### src/rtl/axil_master_pkg.sv
// Shared types and constants for the AXI4-Lite initiator.
//   axil_m_state_t : initiator FSM states
//   AXI_RESP_*     : AXI response codes
package axil_master_pkg;

  typedef enum logic [2:0] {
    ST_IDLE    = 3'd0,
    ST_WR_REQ  = 3'd1,
    ST_WR_RESP = 3'd2,
    ST_RD_REQ  = 3'd3,
    ST_RD_DATA = 3'd4,
    ST_RSP     = 3'd5
  } axil_m_state_t;

  localparam logic [1:0] AXI_RESP_OKAY   = 2'b00;
  localparam logic [1:0] AXI_RESP_EXOKAY = 2'b01;
  localparam logic [1:0] AXI_RESP_SLVERR = 2'b10;
  localparam logic [1:0] AXI_RESP_DECERR = 2'b11;

endpackage

### src/rtl/axil_resp_timer.sv
// Response-wait timer shared by the write-response and read-data phases.
// Ports:
//   clk, rst  : clock, asynchronous active-high reset
//   clear     : force the count back to zero
//   enable    : count this cycle (saturates, never wraps)
//   expired   : this is the last allowed wait cycle (count == TIMEOUT_CYCLES-1)
// TIMEOUT_CYCLES = 0 disables expiry entirely.
module axil_resp_timer #(
  parameter int TIMEOUT_CYCLES = 1024
) (
  input  logic clk,
  input  logic rst,
  input  logic clear,
  input  logic enable,
  output logic expired
);

  localparam int CW = (TIMEOUT_CYCLES > 0) ? $clog2(TIMEOUT_CYCLES + 1) : 1;
  localparam logic [CW-1:0] LIMIT = CW'(TIMEOUT_CYCLES);
  localparam logic [CW-1:0] LAST  = (TIMEOUT_CYCLES > 0) ? CW'(TIMEOUT_CYCLES - 1) : '0;

  logic [CW-1:0] count_q, count_d;

  always_comb begin
    count_d = count_q;
    if (clear) begin
      count_d = '0;
    end else if (enable && (count_q != LIMIT)) begin
      count_d = count_q + 1'b1;
    end
  end

  always_ff @(posedge clk or posedge rst) begin
    if (rst) begin
      count_q <= '0;
    end else begin
      count_q <= count_d;
    end
  end

  assign expired = (TIMEOUT_CYCLES > 0) && enable && (count_q == LAST);

endmodule

### src/rtl/axil_master_fsm.sv
// AXI4-Lite initiator: accepts one read/write command, runs the matching
// AXI-Lite transaction, and returns data/status on a response port.
// Ports:
//   m_axil_clk, m_axil_rst           : clock, asynchronous active-high reset
//   cmd_valid/ready/rw/addr/wdata/wstrb : command port (rw=1 write)
//   rsp_valid/ready/rdata/resp/timeout  : response port
//   m_axil_aw*/w*/b*/ar*/r*          : AXI4-Lite master channels
// One transaction outstanding; all outputs are registered.
module axil_master_fsm
  import axil_master_pkg::*;
#(
  parameter int ADDR_WIDTH     = 32,
  parameter int DATA_WIDTH     = 32,
  parameter int TIMEOUT_CYCLES = 1024
) (
  input  logic                    m_axil_clk,
  input  logic                    m_axil_rst,
  input  logic                    cmd_valid,
  output logic                    cmd_ready,
  input  logic                    cmd_rw,
  input  logic [ADDR_WIDTH-1:0]   cmd_addr,
  input  logic [DATA_WIDTH-1:0]   cmd_wdata,
  input  logic [DATA_WIDTH/8-1:0] cmd_wstrb,
  output logic                    rsp_valid,
  input  logic                    rsp_ready,
  output logic [DATA_WIDTH-1:0]   rsp_rdata,
  output logic [1:0]              rsp_resp,
  output logic                    rsp_timeout,
  output logic [ADDR_WIDTH-1:0]   m_axil_awaddr,
  output logic                    m_axil_awvalid,
  input  logic                    m_axil_awready,
  output logic [DATA_WIDTH-1:0]   m_axil_wdata,
  output logic [DATA_WIDTH/8-1:0] m_axil_wstrb,
  output logic                    m_axil_wvalid,
  input  logic                    m_axil_wready,
  input  logic [1:0]              m_axil_bresp,
  input  logic                    m_axil_bvalid,
  output logic                    m_axil_bready,
  output logic [ADDR_WIDTH-1:0]   m_axil_araddr,
  output logic                    m_axil_arvalid,
  input  logic                    m_axil_arready,
  input  logic [DATA_WIDTH-1:0]   m_axil_rdata,
  input  logic [1:0]              m_axil_rresp,
  input  logic                    m_axil_rvalid,
  output logic                    m_axil_rready
);

  axil_m_state_t state_q, state_d;
  logic                    cmd_ready_q, cmd_ready_d;
  logic [ADDR_WIDTH-1:0]   addr_q, addr_d;
  logic [DATA_WIDTH-1:0]   wdata_q, wdata_d;
  logic [DATA_WIDTH/8-1:0] wstrb_q, wstrb_d;
  logic awvalid_q, awvalid_d, wvalid_q, wvalid_d, bready_q, bready_d;
  logic arvalid_q, arvalid_d, rready_q, rready_d;
  logic aw_done_q, aw_done_d, w_done_q, w_done_d;
  logic                    rsp_valid_q, rsp_valid_d;
  logic [DATA_WIDTH-1:0]   rsp_rdata_q, rsp_rdata_d;
  logic [1:0]              rsp_resp_q, rsp_resp_d;
  logic                    rsp_timeout_q, rsp_timeout_d;

  logic timer_run, timer_expired;
  logic aw_hs, w_hs, aw_done_now, w_done_now;

  // The timer only runs while waiting for B or R; any other state holds it
  // at zero, which gives the clear-on-entry behaviour for free.
  assign timer_run = (state_q == ST_WR_RESP) || (state_q == ST_RD_DATA);

  axil_resp_timer #(
    .TIMEOUT_CYCLES(TIMEOUT_CYCLES)
  ) u_timer (
    .clk    (m_axil_clk),
    .rst    (m_axil_rst),
    .clear  (~timer_run),
    .enable (timer_run),
    .expired(timer_expired)
  );

  assign aw_hs       = awvalid_q & m_axil_awready;
  assign w_hs        = wvalid_q & m_axil_wready;
  // Include this cycle's handshakes so bready can rise on the same edge.
  assign aw_done_now = aw_done_q | aw_hs;
  assign w_done_now  = w_done_q | w_hs;

  always_comb begin
    state_d       = state_q;
    cmd_ready_d   = cmd_ready_q;
    addr_d        = addr_q;
    wdata_d       = wdata_q;
    wstrb_d       = wstrb_q;
    awvalid_d     = awvalid_q;
    wvalid_d      = wvalid_q;
    bready_d      = bready_q;
    arvalid_d     = arvalid_q;
    rready_d      = rready_q;
    aw_done_d     = aw_done_q;
    w_done_d      = w_done_q;
    rsp_valid_d   = rsp_valid_q;
    rsp_rdata_d   = rsp_rdata_q;
    rsp_resp_d    = rsp_resp_q;
    rsp_timeout_d = rsp_timeout_q;

    case (state_q)
      ST_IDLE: begin
        cmd_ready_d = 1'b1;
        if (cmd_valid) begin
          addr_d      = cmd_addr;
          wdata_d     = cmd_wdata;
          wstrb_d     = cmd_wstrb;
          cmd_ready_d = 1'b0;
          if (cmd_rw) begin
            awvalid_d = 1'b1;
            wvalid_d  = 1'b1;
            aw_done_d = 1'b0;
            w_done_d  = 1'b0;
            state_d   = ST_WR_REQ;
          end else begin
            arvalid_d = 1'b1;
            state_d   = ST_RD_REQ;
          end
        end
      end

      ST_WR_REQ: begin
        aw_done_d = aw_done_now;
        w_done_d  = w_done_now;
        if (aw_hs) awvalid_d = 1'b0;
        if (w_hs)  wvalid_d  = 1'b0;
        if (aw_done_now && w_done_now) begin
          bready_d = 1'b1;
          state_d  = ST_WR_RESP;
        end
      end

      ST_WR_RESP: begin
        // A handshake on the expiry cycle takes priority over the timeout.
        if (m_axil_bvalid && bready_q) begin
          bready_d      = 1'b0;
          rsp_resp_d    = m_axil_bresp;
          rsp_rdata_d   = '0;
          rsp_timeout_d = 1'b0;
          rsp_valid_d   = 1'b1;
          state_d       = ST_RSP;
        end else if (timer_expired) begin
          bready_d      = 1'b0;
          rsp_resp_d    = AXI_RESP_SLVERR;
          rsp_rdata_d   = '0;
          rsp_timeout_d = 1'b1;
          rsp_valid_d   = 1'b1;
          state_d       = ST_RSP;
        end
      end

      ST_RD_REQ: begin
        if (arvalid_q && m_axil_arready) begin
          arvalid_d = 1'b0;
          rready_d  = 1'b1;
          state_d   = ST_RD_DATA;
        end
      end

      ST_RD_DATA: begin
        if (m_axil_rvalid && rready_q) begin
          rready_d      = 1'b0;
          rsp_resp_d    = m_axil_rresp;
          rsp_rdata_d   = m_axil_rdata;
          rsp_timeout_d = 1'b0;
          rsp_valid_d   = 1'b1;
          state_d       = ST_RSP;
        end else if (timer_expired) begin
          rready_d      = 1'b0;
          rsp_resp_d    = AXI_RESP_SLVERR;
          rsp_rdata_d   = '0;
          rsp_timeout_d = 1'b1;
          rsp_valid_d   = 1'b1;
          state_d       = ST_RSP;
        end
      end

      ST_RSP: begin
        if (rsp_ready) begin
          rsp_valid_d   = 1'b0;
          rsp_timeout_d = 1'b0;
          cmd_ready_d   = 1'b1;
          state_d       = ST_IDLE;
        end
      end

      default: begin
        state_d     = ST_IDLE;
        cmd_ready_d = 1'b1;
      end
    endcase
  end

  always_ff @(posedge m_axil_clk or posedge m_axil_rst) begin
    if (m_axil_rst) begin
      state_q       <= ST_IDLE;
      cmd_ready_q   <= 1'b1;
      addr_q        <= '0;
      wdata_q       <= '0;
      wstrb_q       <= '0;
      awvalid_q     <= 1'b0;
      wvalid_q      <= 1'b0;
      bready_q      <= 1'b0;
      arvalid_q     <= 1'b0;
      rready_q      <= 1'b0;
      aw_done_q     <= 1'b0;
      w_done_q      <= 1'b0;
      rsp_valid_q   <= 1'b0;
      rsp_rdata_q   <= '0;
      rsp_resp_q    <= '0;
      rsp_timeout_q <= 1'b0;
    end else begin
      state_q       <= state_d;
      cmd_ready_q   <= cmd_ready_d;
      addr_q        <= addr_d;
      wdata_q       <= wdata_d;
      wstrb_q       <= wstrb_d;
      awvalid_q     <= awvalid_d;
      wvalid_q      <= wvalid_d;
      bready_q      <= bready_d;
      arvalid_q     <= arvalid_d;
      rready_q      <= rready_d;
      aw_done_q     <= aw_done_d;
      w_done_q      <= w_done_d;
      rsp_valid_q   <= rsp_valid_d;
      rsp_rdata_q   <= rsp_rdata_d;
      rsp_resp_q    <= rsp_resp_d;
      rsp_timeout_q <= rsp_timeout_d;
    end
  end

  assign cmd_ready      = cmd_ready_q;
  assign rsp_valid      = rsp_valid_q;
  assign rsp_rdata      = rsp_rdata_q;
  assign rsp_resp       = rsp_resp_q;
  assign rsp_timeout    = rsp_timeout_q;
  assign m_axil_awaddr  = addr_q;
  assign m_axil_awvalid = awvalid_q;
  assign m_axil_wdata   = wdata_q;
  assign m_axil_wstrb   = wstrb_q;
  assign m_axil_wvalid  = wvalid_q;
  assign m_axil_bready  = bready_q;
  assign m_axil_araddr  = addr_q;
  assign m_axil_arvalid = arvalid_q;
  assign m_axil_rready  = rready_q;

endmodule

### config.mk
export PLATFORM = sky130hd
export DESIGN_NAME = axil_master_fsm
export DESIGN_NICKNAME = d
export VERILOG_FILES = /design/src/rtl/axil_master_pkg.sv /design/src/rtl/axil_resp_timer.sv /design/src/rtl/axil_master_fsm.sv
export SDC_FILE = /design/constraint.sdc
export NUM_CORES = 1
export LEC_CHECK = 0
export CORE_UTILIZATION = 44
export CTS_CLUSTER_DIAMETER = 120
export DETAILED_ROUTE_END_ITERATION = 8
export HOLD_SLACK_MARGIN = 0.08
export PLACE_DENSITY = 0.86
export SYNTH_ARGS = -nofsm -noshare
export SYNTH_HDL_FRONTEND = slang
export SYNTH_SLANG_ARGS = --single-unit
### constraint.sdc
create_clock -name m_axil_clk -period 10.6 [get_ports m_axil_clk]
set_input_delay 1.59 -clock m_axil_clk [delete_from_list [all_inputs] [get_ports m_axil_clk]]
set_output_delay 1.59 -clock m_axil_clk [all_outputs]
set_load 0.01 [all_outputs]
==> summary.md <==
| Metric | Value |
|---|---|
| CTS Buf Count | 17 |
| Placement Rows | 39 |
| Commonest cells in the netlist | 125 x dfrtp_1, 68 x mux2_2, 35 x buf_4 |
| EDFF count, synth | 0 |
| Most common cell in the netlist | dfrtp_1 |
| Critical-path maximum fanout | 67 |
| DRT Pass-1 Iters | 4 |
| Sink Count | 126 |
| Delay-heaviest family, CP | buffers and inverters |
| Period utilisation layout | 33.23% |
| Setup-failing EPs final | 0 |
| FMAX | 283.9 MHz |
| GR Util met2 | 42.86% |
| Stages on the worst setup path | 5 |
| Slew @ Worst Pin | 897.9 ps |
| CP max stage delay | 750 ps |
| Worst path bufs/invs | 2 |
| DRC viols | 0 |
| Slew Limit Headroom | 39.99% |
| Hold-fix buffers, CTS | 0 |
| RR Endpoint | aw_done_q |
| Worst Hold Class | reg2reg |
| Ys flop type | dfrtp_1 |
| Post-cts sizing count | 0 |
| Total gr overflow | 0 |
| Critical-path top delay cell | buf_4 |
| DRT antenna net count | 0 |
| P&R area growth vs syn | 54.49% |
| Max-cap violations | 0 |
| Clock Pin Slew Worst Setup and Hold Paths | 50 ps |
| Worst Setup SP | cmd_valid |
| Fin. Hold Viols | 0 |
| Final std cells w/o fill | 781 |
| Worst r2r src | state_q[0] |
| Max VDD drop | 0.1885 mV |
| Setup TNS | 0 ps |
| Cells along the critical path | clkdlybuf4s50_1, nor4b_4, buf_4, nand2_1, a32o_1 |
| Gp weighted congestion | 0.8395 |
| Buffers on Ports | 255 |
| Vias | 4124 |
| Gr busiest metal | met2 |
| Clock Latency Late Sink | 410 ps |
| CP Capture Point | aw_done_q |
| Setup Crit Path Kind | in2reg |
| Post-CTS setup buffers | 0 |
| Syn Nets | 522 |
| Starting Density | 45.99% |
| Post-Place Cells | 753 |
| Met3 usage | 9.071% |
| Drt wl/cell | 18.69 um |
| Max Slew Vio Count | 0 |
| Die Span X | 112.4 um |
| First-pass GRT wire length | 23270 um |
| Largest net degree at the start of global routing | 73 |
| CP Launch Type | input pin |
| Maximum clock insertion buffer count | 2 |
| Top-area cell type share of the netlist area | 58.32% |
| Total power | 2.366 mW |
| Syn Area/Cell | 13.21 um^2 |
| Leakage power total | 3.471 nW |
| CP Data Required Time | 10890 ps |
| Htree depth | 4 |
| Crit path arrival time | 3810 ps |
| Worst Reg2Reg Path Length in Cells | 4 |
| Async SR Flop Fraction | 100.0% |
| Final HPWL DP | 10340 um |
| Ys Warns | 0 |
| IO Count | 256 |
| Diode count | 0 |
| Minimum clock period | 3522 ps |
| # nets final | 746 |
| Core Area | 11660 um^2 |
| Largest area contributor in the netlist | dfrtp_1 |
| RSZ-0062 raised after global routing | false |
| Synth unique cells | 52 |
| Skew final | 11.76 ps |
| Power Density | 285.5 nW/um^2 |
| FF+latch count, synth | 126 |
| Worst setup EP type | register |
| Mapped cell area | 5364 um^2 |
| Root Driver | clkbuf_16 |
| Vias in the first global route | 4510 |
| Register area share after synthesis | 58.81% |
| Routed WL | 14600 um |
| Initial antenna violation count | 0 |
| Met1 Use GR | 26.08% |
| Syn Inst Count | 406 |
| Total GRT Usage | 24.24% |
| Synth area leaders | dfrtp_1 58%, mux2_2 14%, a22o_1 5.4%, buf_4 4.9%, nand2_1 1.2% |
| CTS tree | yes |
| R2R Setup Slk | 8010 ps |
| DRT iter0 DRCs | 149 |
| Vias/cell | 5.280 |
| Layout cells sized above 1 | 16.61% |
| Die ar. | 12640 um^2 |
| DIE HEIGHT | 112.4 um |
| Status | complete, no violations |
==> how the worst min path moves through the flow <==
stage,startpoint,slack (ps),depth (start not counted),to
after floorplan,aw_done_q,470,1,aw_done_q
after global placement,rsp_resp[0],480,1,rsp_resp[0]
after detailed placement,rsp_resp[0],480,1,rsp_resp[0]
after CTS,rsp_resp[0],500,1,rsp_resp[0]
after global routing,rsp_resp[0],510,1,rsp_resp[0]
final,m_axil_wdata[14],500,1,m_axil_wdata[14]
==> registers in the layout (all words and copies together) (netlist names), 2 cells and up <==
name             flops
m_axil_wstrb         4
m_axil_wdata        32
state_q              3
u_timer.count_q     11
rsp_rdata           32
m_axil_araddr       32
rsp_resp             2
==> power by group <==
group	switching, mW	internal (mW)	total [mW]
clock	0.188	0.329	0.517
sequential	0.153	0.669	0.823
combinational	0.394	0.632	1.03
==> metal layers <==
layer  wire, um  vias to the layer above
met5          0                        -
met4        238                        0
met3       1135                       18
met2       7822                      180
met1       5401                     2069
li1           -                     1857
==> final cells by class <==
type                            instances  area [um^2]
Fill cell                             795         3376
Sequential cell                       126         3154
Timing Repair Buffer                  258         2582
Multi-Input combinational cell        221         1822
Clock buffer                           26        519.2
Tap cell                              143        178.9
Inverter                                6        25.02
Clock inverter                          1        5.005
==> placed cells by master (no fill, tap or decap), types with 3 or more instances in the layout <==
| cell type | count |
|---|---|
| nand2_1 | 17 |
| nor2_1 | 17 |
| nand4b_1 | 3 |
| inv_1 | 5 |
| nor4_1 | 4 |
| clkbuf_8 | 6 |
| clkdlybuf4s50_1 | 255 |
| clkbuf_1 | 3 |
| mux2_2 | 68 |
| o21ai_0 | 10 |
| xnor2_1 | 4 |
| a21oi_1 | 12 |
| nand2b_1 | 4 |
| clkbuf_16 | 17 |
| a22o_1 | 33 |
| dfrtp_1 | 125 |
| nand3_1 | 7 |
==> stage by stage <==
step	hold slack [ps]	worst slack [ps]	util, %	cell area (um^2)
CTS	501.5	7104	70.93	8272
global route	506.5	6964	71.05	8287
finish	503.3	7078	71.05	8287
floorplan	466.6	5656	-	5364
detailed placement	482.4	6642	66.43	7747
global placement	478.8	6747	66.43	7747
==> cell families after synthesis <==
family | after synthesis | share of synthesized area (%)
simple gates | 70 | 7.441
mux | 70 | 14.65
buf+inv | 59 | 7.231
fa+ha+maj | 2 | 0.4665
flops | 126 | 58.81
compound gates | 73 | 10.43
xor+xnor | 6 | 0.9797
No activity file was read; power rests on OpenSTA's default activity.
